### config.mk
export PLATFORM = sky130hd
export DESIGN_NAME = softmax_wr_packer
export DESIGN_NICKNAME = d
export VERILOG_FILES = /design/src/rtl/softmax_pkg.sv /design/src/rtl/softmax_word_packer.sv /design/src/rtl/softmax_wr_packer.sv
export SDC_FILE = /design/constraint.sdc
export NUM_CORES = 1
export LEC_CHECK = 0
export ABC_AREA = 0
export ABC_CLOCK_PERIOD_IN_PS = 9100
export CORE_MARGIN = 2
export CORE_UTILIZATION = 37
export CTS_BUF_LIST = sky130_fd_sc_hd__clkbuf_16
export CTS_CLUSTER_DIAMETER = 80
export CTS_CLUSTER_SIZE = 30
export DETAILED_ROUTE_END_ITERATION = 6
export HOLD_SLACK_MARGIN = 0.1
export MAX_ROUTING_LAYER = met4
export SETUP_SLACK_MARGIN = 0.2
export SLEW_MARGIN = 20
export SYNTH_ARGS = -nofsm -noshare
export SYNTH_HDL_FRONTEND = slang
export SYNTH_SLANG_ARGS = --single-unit
### constraint.sdc
create_clock -name clk -period 9.1 [get_ports clk]
set_input_delay 1.365 -clock clk [delete_from_list [all_inputs] [get_ports clk]]
set_output_delay 1.365 -clock clk [all_outputs]
set_load 0.05 [all_outputs]
### src/rtl/softmax_pkg.sv
// softmax_pkg: shared types and constants for the softmax write-back path.
//   wr_state_t      - write-back FSM state encoding
//   SYM_BYTES_LOG2  - log2 of bytes per 128-bit bus symbol
//   MAX_BURST       - maximum symbols per write command
//   WCNT            - core words per bus symbol
package softmax_pkg;
  typedef enum logic [2:0] {
    S_IDLE,
    S_ISSUE,
    S_STREAM,
    S_WAIT,
    S_DONE
  } wr_state_t;

  localparam int SYM_BYTES_LOG2 = 4;
  localparam int MAX_BURST      = 32;
  localparam int WCNT           = 4;
endpackage

### src/rtl/softmax_word_packer.sv
// softmax_word_packer: packs NUM_LANES core words into one bus symbol.
//   clk, rst      - clock, synchronous active-low reset
//   acc           - a word is accepted this cycle
//   word          - the accepted word
//   last          - accepted word is the final word of the vector
//   full          - downstream buffer full, holds the pending symbol
//   beat_pending  - a completed symbol is waiting to be pushed
//   push          - symbol handed downstream this cycle
//   sym_data      - symbol register, lane 0 holds the first word
module softmax_word_packer
  import softmax_pkg::*;
#(
  parameter int NUM_LANES = softmax_pkg::WCNT,
  parameter int VEC_W     = 32
) (
  input  logic                                clk,
  input  logic                                rst,
  input  logic                                acc,
  input  logic [VEC_W-1:0]                    word,
  input  logic                                last,
  input  logic                                full,
  output logic                                beat_pending,
  output logic                                push,
  output logic [NUM_LANES-1:0][VEC_W-1:0]     sym_data
);
  localparam int LW = (NUM_LANES > 1) ? $clog2(NUM_LANES) : 1;

  logic [LW-1:0] lane;

  // No word is accepted while a symbol is pending, so acc and push never coincide.
  assign push = beat_pending & ~full;

  always_ff @(posedge clk) begin
    if (!rst) begin
      lane         <= '0;
      beat_pending <= 1'b0;
      sym_data     <= '0;
    end else begin
      if (push) beat_pending <= 1'b0;
      if (acc) begin
        // Writing lane 0 clears the other lanes, so a short final symbol is zero padded.
        for (int k = 0; k < NUM_LANES; k++) begin
          if (lane == LW'(k))     sym_data[k] <= word;
          else if (lane == '0)    sym_data[k] <= '0;
        end
        if (lane == LW'(NUM_LANES-1) || last) begin
          lane         <= '0;
          beat_pending <= 1'b1;
        end else begin
          lane <= lane + 1'b1;
        end
      end
    end
  end
endmodule

### src/rtl/softmax_wr_packer.sv
// softmax_wr_packer: write-back side of the softmax datapath. Packs 32-bit
// result words into bus symbols, issues burst write commands and streams the
// symbols into the Avalon write master's user buffer.
//   config_done/param_*        - job start pulse, destination address, length in words
//   core_wr_*                  - result word stream from the core (valid/ready)
//   wmst_*                     - write master command and user-buffer interface
//   wr_busy/wr_done            - job status
//   stall_cnt                  - only with SOFTMAX_WR_STALL_CNT_EN: cycles a symbol
//                                waited on a full buffer
module softmax_wr_packer
  import softmax_pkg::*;
#(
  parameter int XAW       = 32,
  parameter int XDW       = 128,
  parameter int DW        = 32,
  parameter int WCNT      = XDW / DW,
  parameter int MAX_BURST = softmax_pkg::MAX_BURST
) (
  input  logic            clk,
  input  logic            rst,
  input  logic            config_done,
  input  logic [XAW-1:0]  param_waddr,
  input  logic [XAW-1:0]  param_iolen,
  input  logic [DW-1:0]   core_wr_data,
  input  logic            core_wr_valid,
  output logic            core_wr_ready,
  output logic            wmst_fixed_location,
  output logic [XAW-1:0]  wmst_write_base,
  output logic [XAW-1:0]  wmst_write_length,
  output logic            wmst_go,
  input  logic            wmst_done,
  output logic            wmst_user_write_buffer,
  output logic [XDW-1:0]  wmst_user_buffer_data,
  input  logic            wmst_user_buffer_full,
  output logic            wr_busy,
`ifdef SOFTMAX_WR_STALL_CNT_EN
  output logic [31:0]     stall_cnt,
`endif
  output logic            wr_done
);
  localparam int LOG2W = $clog2(WCNT);

  wr_state_t      state;
  logic [XAW-1:0] addr, sym_left, burst, words_left, bw_left;
  logic [XAW-1:0] iolen_syms, sym_nxt, addr_nxt, wl_nxt, burst_nxt, bwl_nxt;
  logic           do_issue, do_finish;
  logic           beat_pending, push, word_acc, last_word;
  logic [WCNT-1:0][DW-1:0] sym;

  assign wmst_fixed_location    = 1'b0;
  assign wmst_user_buffer_data  = sym;
  assign wmst_user_write_buffer = push;
  assign core_wr_ready = (state == S_STREAM) && !beat_pending && (bw_left != '0);
  assign word_acc      = core_wr_valid && core_wr_ready;
  assign last_word     = (words_left == XAW'(1));

  // Next-command math is shared by the first command (from IDLE, using the
  // parameters) and follow-on commands (from WAIT, using the running state).
  always_comb begin
    iolen_syms = (param_iolen >> LOG2W) + XAW'(|param_iolen[LOG2W-1:0]);
    if (state == S_IDLE) begin
      sym_nxt  = iolen_syms;
      addr_nxt = param_waddr;
      wl_nxt   = param_iolen;
    end else begin
      sym_nxt  = sym_left - burst;
      addr_nxt = addr + (burst << SYM_BYTES_LOG2);
      wl_nxt   = words_left;
    end
    burst_nxt = (sym_nxt > XAW'(MAX_BURST)) ? XAW'(MAX_BURST) : sym_nxt;
    // The last burst may end on a partial symbol.
    bwl_nxt   = ((burst_nxt << LOG2W) > wl_nxt) ? wl_nxt : (burst_nxt << LOG2W);
    do_issue  = ((state == S_IDLE) && config_done && (param_iolen != '0)) ||
                ((state == S_WAIT) && wmst_done && (sym_nxt != '0));
    do_finish = ((state == S_IDLE) && config_done && (param_iolen == '0)) ||
                ((state == S_WAIT) && wmst_done && (sym_nxt == '0));
  end

  always_ff @(posedge clk) begin
    if (!rst) begin
      state             <= S_IDLE;
      addr              <= '0;
      sym_left          <= '0;
      burst             <= '0;
      words_left        <= '0;
      bw_left           <= '0;
      wmst_go           <= 1'b0;
      wmst_write_base   <= '0;
      wmst_write_length <= '0;
      wr_busy           <= 1'b0;
      wr_done           <= 1'b0;
    end else begin
      wmst_go <= 1'b0;
      wr_done <= 1'b0;
      if (word_acc) begin
        words_left <= words_left - 1'b1;
        bw_left    <= bw_left - 1'b1;
      end
      if (do_issue) begin
        state             <= S_ISSUE;
        wmst_go           <= 1'b1;
        addr              <= addr_nxt;
        sym_left          <= sym_nxt;
        burst             <= burst_nxt;
        bw_left           <= bwl_nxt;
        words_left        <= wl_nxt;
        wmst_write_base   <= addr_nxt;
        wmst_write_length <= burst_nxt << SYM_BYTES_LOG2;
        wr_busy           <= 1'b1;
      end else if (do_finish) begin
        state    <= S_DONE;
        sym_left <= '0;
        wr_done  <= 1'b1;
        wr_busy  <= 1'b1;
      end else begin
        unique case (state)
          S_ISSUE:  state <= S_STREAM;
          // Leave on the push of the burst's final symbol.
          S_STREAM: if (push && bw_left == '0) state <= S_WAIT;
          S_DONE: begin
            state   <= S_IDLE;
            wr_busy <= 1'b0;
          end
          default: ;
        endcase
      end
    end
  end

  softmax_word_packer #(
    .NUM_LANES (WCNT),
    .VEC_W     (DW)
  ) u_pack (
    .clk          (clk),
    .rst          (rst),
    .acc          (word_acc),
    .word         (core_wr_data),
    .last         (last_word),
    .full         (wmst_user_buffer_full),
    .beat_pending (beat_pending),
    .push         (push),
    .sym_data     (sym)
  );

`ifdef SOFTMAX_WR_STALL_CNT_EN
  always_ff @(posedge clk) begin
    if (!rst)                                stall_cnt <= '0;
    else if (config_done)                    stall_cnt <= '0;
    else if (beat_pending && wmst_user_buffer_full && stall_cnt != '1)
                                             stall_cnt <= stall_cnt + 1'b1;
  end
`endif
endmodule

==> qor.csv, run 1 <==
stage,metric,value,unit
outcome,status,completed,
synthesis,post-synthesis instance area,17200,sq um
power,PD cells,174,nW/um^2
synthesis,Post-Synth Adder-Cell Area,7.31,%
global_routing,met1 Use GR,31.4,%
timing,Min Hold Slack,448,ps
worst_setup_path,crit path DAT,7750,ps
die,Row Count,78,
power,leakage,8.22,nW
routing,DRT antenna net count,0,
routing,Detailed Route WL,62000,microns
synthesis,synthesized area per cell,7.92,sq um
synthesis,compound-cell area share of the yosys netlist,21.0,%
synthesis,yosys warns,0,
timing,Final Max Tran Viols,0,
clock_tree,Worst-path clk slew,90,ps
routing,first-iteration detailed-routing DRC count,1215,
hold_path,Worst Hold Class,flop to flop,
clock_tree,later-pin clock latency in the skew report,570,ps
clock_tree,CTS Root Cell,clkbuf_16,
synthesis,Synth area leader,dfxtp_1,
clock_tree,Max clock buf depth,3,
finish,Layout area overhead,23.8,%
global_routing,busiest layer in global routing,met2,
power,Worst VDD drop,0.146,mV
die,IO Pins,300,
routing,wire per inst,20.8,microns
synthesis,top-area cell type share of the netlist area,34.6,%
worst_setup_path,CP Capture Type,flop,
synthesis,Synth area leaders,"dfxtp_1 35%, ha_1 7.1%, nor2_1 6.1%",
synthesis,Post-Synthesis Cells,2168,
synthesis,ys flop type,dfxtp_1,
routing,vias per inst,5.61,
finish,post-layout instance area,21200,sq um
synthesis,sequential fraction of the synthesis area,34.6,%
clock_tree,CTS tree,done,
die,DIE AREA,48100,sq um
routing,Vias,16700,
timing,unrepaired setup endpoints after global routing,false,
synthesis,largest family of logic cells by synthesized area,simple AND/OR/NAND/NOR gates,
synthesis,"EDFF count, synth",0,
global_routing,gr ovfl total,0,
worst_setup_path,number of buffers and inverters on the critical path,1,
clock_tree,CTS sink cnt,297,
timing,Worst Slack Setup Final,1810,ps
timing,upper clock frequency limit,0.137,GHz
worst_setup_path,Crit path required time,9550,ps
job,Max Cap Viol,0,
synthesis,asr flop ratio synth,0,%
worst_setup_path,crit-path leading delay family,compound AO/OA/AOI/OAI gates,
timing,Final TNS setup,0,ps
synthesis,commonest cells in the synthesized netlist,"297 x dfxtp_1, 279 x nor2_1, 240 x nand2_1",
worst_setup_path,slowest CP cell,a41o_1,
worst_setup_path,max incr delay on CP,640,ps
synthesis,multiplexer area fraction after synthesis,2.22,%
timing,final-report setup violation count,0,
die,Die Y,219,microns
place,buffers added on ports,294,
global_routing,largest net degree at the start of global routing,111,
place,DP Worst Slack,1270,ps
synthesis,"flops & latches, synth",297,
global_routing,met3 Resource Use GR,4.86,%
timing,Tightest Pin Transition,1090,ps
worst_setup_path,worst-path fanout max,21,
routing,drt pass-1 iters,5,
synthesis,synth unique cells,84,
timing,Period minus WS final,7290,ps
die,Starting Density,37.7,%
clock_tree,cts hold-fix bufs,0,
global_routing,vias in the first global route,16500,
finish,filler cell count,4482,
global_routing,first-pass GRT wire length,95300,microns
synthesis,post-synthesis simple-gate area fraction,22.8,%
synthesis,"count leader, synth",dfxtp_1,
die,Die W,219,microns
finish,layout net count,2563,
worst_setup_path,CP startpoint kind,input port,
timing,max_slew headroom,27.5,%
timing,final hold violations,0,
timing,fin crit share,80.1,%
worst_setup_path,kind of critical path,input port to flop,
finish,share of cells above drive strength 1,4.20,%
clock_tree,TritonCTS Buffers,24,
place,Area after DPL,20300,sq um
routing,Remaining DRCs,0,
place,hpwl dp,45400,microns
global_routing,initial antenna violation count,4,
die,area of the core,45600,sq um
clock_tree,total setup buffers inserted after CTS,0,
clock_tree,CTS HTree Levels,1,
timing,Fin Clk Skew,24.1,ps
clock_tree,post_cts resized,0,
place,GP Congestion,0.944,
synthesis,XOR/XNOR Fraction of Synth Area,5.77,%
global_routing,met2 Track Usage GR,43.2,%
global_routing,GRT Total Usage,26.0,%
-- per-layer routing --
layer	wire length, microns	up-vias
li1	-	8089
met1	26000	7975
met2	29300	542
met3	4510	123
met4	2200	0
met5	0	-
-- state kept, by name (all words and copies together), names as in the netlist --
register             count
u_pack.sym_data        128
wr_busy                  1
wmst_go                  1
words_left              32
u_pack.beat_pending      1
burst                   32
wr_done                  1
bw_left                 32
sym_left                32
state                    3
addr                    32
u_pack.lane              2
-- layout by cell type, fill, tap and decap left out, types with 25 or more instances in the layout --
cell type / n
xor2_1: 65
a21o_1: 26
xnor2_1: 48
dfxtp_1: 297
clkbuf_16: 25
a211oi_1: 53
o21ai_0: 73
nand2_1: 240
clkdlybuf4s50_1: 293
nor3_1: 65
mux2i_1: 38
nand3_1: 88
ha_1: 97
nor4_1: 29
a22oi_1: 64
nor2_1: 275
a21oi_1: 160
conb_1: 29
nand4_1: 25
inv_1: 53
o31ai_1: 25
-- per-stage QoR --
stage	power, mW	instances	util (%)
floorplan	2.17	2196	-
global placement	2.48	2936	44.5
global route	3.87	2983	46.6
CTS	3.71	2979	46.6
detailed placement	2.49	2936	44.5
finish	3.69	2984	46.6
-- report_power, final --
| group | internal (mW) | switching, mW |
|---|---|---|
| logic | 0.383 | 0.667 |
| registers | 1.36 | 0.0623 |
| clock network | 0.565 | 0.644 |
-- area by class of cell --
| cell class | count | area [sq um] | area share [%] |
|---|---|---|---|
| Clock buffer | 25 | 626 | 2.95 |
| Sequential cell | 297 | 5950 | 28.0 |
| Clock inverter | 18 | 302 | 1.42 |
| Tap cell | 600 | 751 | 3.53 |
| Multi-Input combinational cell | 1671 | 10300 | 48.5 |
| Antenna cell | 5 | 12.5 | 0.0589 |
| Inverter | 55 | 211 | 0.996 |
| Timing Repair Buffer | 313 | 3090 | 14.6 |
-- cells by family after synthesis --
family	count (synthesis)
other	1
and+or+nand+nor	848
adders and majority gates	99
buffers and inverters	228
xor gates and xnor gates	113
DFF	297
muxes	38
AOI/OAI and AO/OA	544
-- tightest hold or removal path, delay by kind of cell, from the launching register on --
family,cells,cell delay (ps)
flops,1,310
simple gates,1,40
buf+inv,1,60
-- worst paths after layout --
check / startpoint / end / slack, ps / cells after the start
worst min-delay path: burst[28] / burst[28] / 450 / 2
worst max-delay path: param_iolen[1] / bw_left[6] / 1810 / 28
worst max register to register: burst[2] / bw_left[6] / 2220 / 26
worst min register to register: burst[28] / burst[28] / 450 / 2
No activity file was read; power rests on OpenSTA's default activity.
==> run 2, diff against run 1 <==
--- a/config.mk
+++ b/config.mk
@@ -6,7 +6,7 @@
 export NUM_CORES = 1
 export LEC_CHECK = 0
 export ABC_AREA = 0
-export ABC_CLOCK_PERIOD_IN_PS = 9100
+export ABC_CLOCK_PERIOD_IN_PS = 7040
 export CORE_MARGIN = 2
 export CORE_UTILIZATION = 37
 export CTS_BUF_LIST = sky130_fd_sc_hd__clkbuf_16
==> constraint.sdc (replaced) <==
create_clock -name clk -period 7.04 [get_ports clk]
set_input_delay 1.056 -clock clk [delete_from_list [all_inputs] [get_ports clk]]
set_output_delay 1.056 -clock clk [all_outputs]
set_load 0.05 [all_outputs]
==> run 2 against run 1 <==
  * Die area unchanged
  * Register-to-register slack got worse by 1500 ps
  * Final cell count increased by 1.0%
  * Flip-flop and latch count unchanged
  * Combinational power increased by 31%
  * Count of clock-buffer cells in the layout increased by 1
  * Critical path type is now flop to flop
  * Highest routed layer unchanged
==> qor.csv, run 2 (same netlist as run 1, synthesis figures left out) <==
stage,metric,value,unit,change
timing,final hold violations,0,,unchanged
die,DIE AREA,48100,sq um,unchanged
routing,vias per inst,5.63,,+0.47%
place,Area after DPL,20500,sq um,+1.1%
routing,wire per inst,20.4,microns,-1.7%
worst_setup_path,CP dominant cell by count,a21oi_1,,
global_routing,first-pass GRT wire length,94700,microns,-0.61%
global_routing,largest net degree at the start of global routing,112,,+0.90%
finish,Biggest register,u_pack.sym_data,,
finish,filler cell count,4449,,-0.74%
routing,Remaining DRCs,0,,unchanged
timing,fin crit share,89.3,%,
routing,Detailed Route WL,61600,microns,-0.63%
power,PD cells,225,nW/um^2,+30%
clock_tree,Worst-path clk slew,80,ps,about the same
die,IO Pins,300,,unchanged
routing,drt pass-1 iters,5,,unchanged
timing,unrepaired setup endpoints after global routing,false,,
worst_setup_path,slowest CP cell,o41ai_1,,
die,area of the core,45600,sq um,unchanged
finish,Util after Layout,47.2,%,+0.58 points
worst_setup_path,max incr delay on CP,450,ps,-190 ps
timing,final-report setup violation count,0,,unchanged
die,Die W,219,microns,unchanged
finish,number of flip-flops in the largest register,128,,unchanged
global_routing,vias in the first global route,16500,,-0.28%
worst_setup_path,crit path DAT,6740,ps,-1010 ps
power,Worst VDD drop,0.167,mV,+14%
routing,DRT antenna net count,0,,unchanged
worst_setup_path,CP startpoint kind,flop,,
clock_tree,TritonCTS Buffers,26,,+8.3%
clock_tree,Max clock buf depth,3,,unchanged
finish,layout net count,2595,,+1.2%
finish,Layout area overhead,25.3,%,
die,Row Count,78,,unchanged
die,Starting Density,37.7,%,unchanged
timing,Worst Slack Setup Final,755,ps,-1050 ps
clock_tree,CTS HTree Levels,1,,unchanged
finish,share of cells above drive strength 1,5.55,%,+1.3 points
place,Placed Cells,2965,,+0.99%
routing,Vias,17000,,+1.5%
timing,max_slew headroom,23.5,%,-4.0 points
worst_setup_path,CP Capture Type,flop,,
worst_setup_path,kind of critical path,flop to flop,,
routing,first-iteration detailed-routing DRC count,1356,,+12%
place,GP Congestion,0.966,,+2.3%
place,DP Worst Slack,224,ps,-1040 ps
finish,post-layout instance area,21500,sq um,+1.2%
job,Max Cap Viol,0,,unchanged
timing,Final Max Tran Viols,0,,unchanged
timing,Fin Clk Skew,24.7,ps,+0.587 ps
power,leakage,8.38,nW,+2.0%
finish,most frequent cells in the layout,"297 x dfxtp_1, 293 x clkdlybuf4s50_1, 275 x nor2_1",,
timing,Period minus WS final,6290,ps,
finish,Post-Layout Cell Count,3015,,+1.0%
timing,upper clock frequency limit,0.159,GHz,
finish,"commonest non-fill, non-tap cell in the layout",dfxtp_1,,
global_routing,initial antenna violation count,2,,-2
global_routing,gr ovfl total,0,,unchanged
clock_tree,CTS Root Cell,clkbuf_16,,
place,hpwl dp,45500,microns,+0.22%
clock_tree,CTS tree,done,,
place,buffers added on ports,294,,unchanged
timing,Final TNS setup,0,ps,unchanged
die,Die Y,219,microns,unchanged
worst_setup_path,worst-path fanout max,13,,-38%
clock_tree,later-pin clock latency in the skew report,580,ps,about the same
worst_setup_path,Crit path required time,7490,ps,-2060 ps
timing,Tightest Pin Transition,1140,ps,+54.8 ps
global_routing,GRT Total Usage,25.7,%,-0.30 points
outcome,status,completed,,
hold_path,Worst Hold Class,flop to flop,,
clock_tree,CTS sink cnt,297,,unchanged
[run 2: cell types whose count changed in the layout (fill, tap and decap cells not counted), moves of 2 or more]
| cell | before | now |
|---|---|---|
| buf_4 | 18 | 47 |
| clkinv_1 | 0 | 2 |
| clkinv_8 | 7 | 5 |
| diode_2 | 5 | 2 |
| inv_12 | 3 | 6 |
| inv_6 | 1 | 3 |
| inv_8 | 3 | 1 |
[run 2: worst max-delay path, delay by kind of cell (launching register included)]
| kind | cells | cell delay [ps] |
|---|---|---|
| buf+inv | 2 | 310 |
| compound gates | 15 | 3560 |
| fa+ha+maj | 2 | 620 |
| simple gates | 9 | 1250 |
| flops | 1 | 430 |
[run 2: worst paths after layout]
path                            startpoint          end  slack [ps]  cells after the start
worst min register to register   burst[30]    burst[30]         450                      2
worst max-delay path              burst[2]  bw_left[18]         750                     28
worst min-delay path             burst[30]    burst[30]         450                      2
worst max register to register    burst[2]  bw_left[18]         750                     28
[run 2: power breakdown]
part	switching (mW)	internal, mW
clock network	0.829	0.786
registers	0.0795	1.76
logic	0.867	0.512
total	1.78	3.06
[run 2: layer usage]
metal	up-vias	GRT usage (%)	routed length, microns
met5	-	-	0
met4	0	7.68	2070
met3	107	5.77	4650
met2	581	41.6	28700
met1	8157	31.8	26200
li1	8137	-	-
[run 2: final cells by class]
class	instances	area [sq um]	share of cell area, %
well taps	600	751	3.49
flip-flops and latches	297	5950	27.6
inverters	55	211	0.983
clock buffers	26	651	3.03
clock inverters	21	312	1.45
diodes	2	5.00	0.0233
multi-input cells	1671	10300	47.9
repair buffers	343	3320	15.4
[run 2: timing repair]
item / CTS / global route
gates resized for setup: 0 / 2
setup buffers: 0 / 1
endpoints found under the hold margin: 0 / 0
hold buffers: 0 / 0
endpoints found under the setup margin: 0 / 17
[run 2: stage by stage]
stage | hold slack (ps) | total power, mW
6_report | 449 | 4.84
5_1_grt | 472 | 5.07
4_1_cts | 451 | 4.85
3_5_place_dp | 439 | 3.22
3_3_place_gp | 432 | 3.22
2_1_floorplan | 420 | 2.80
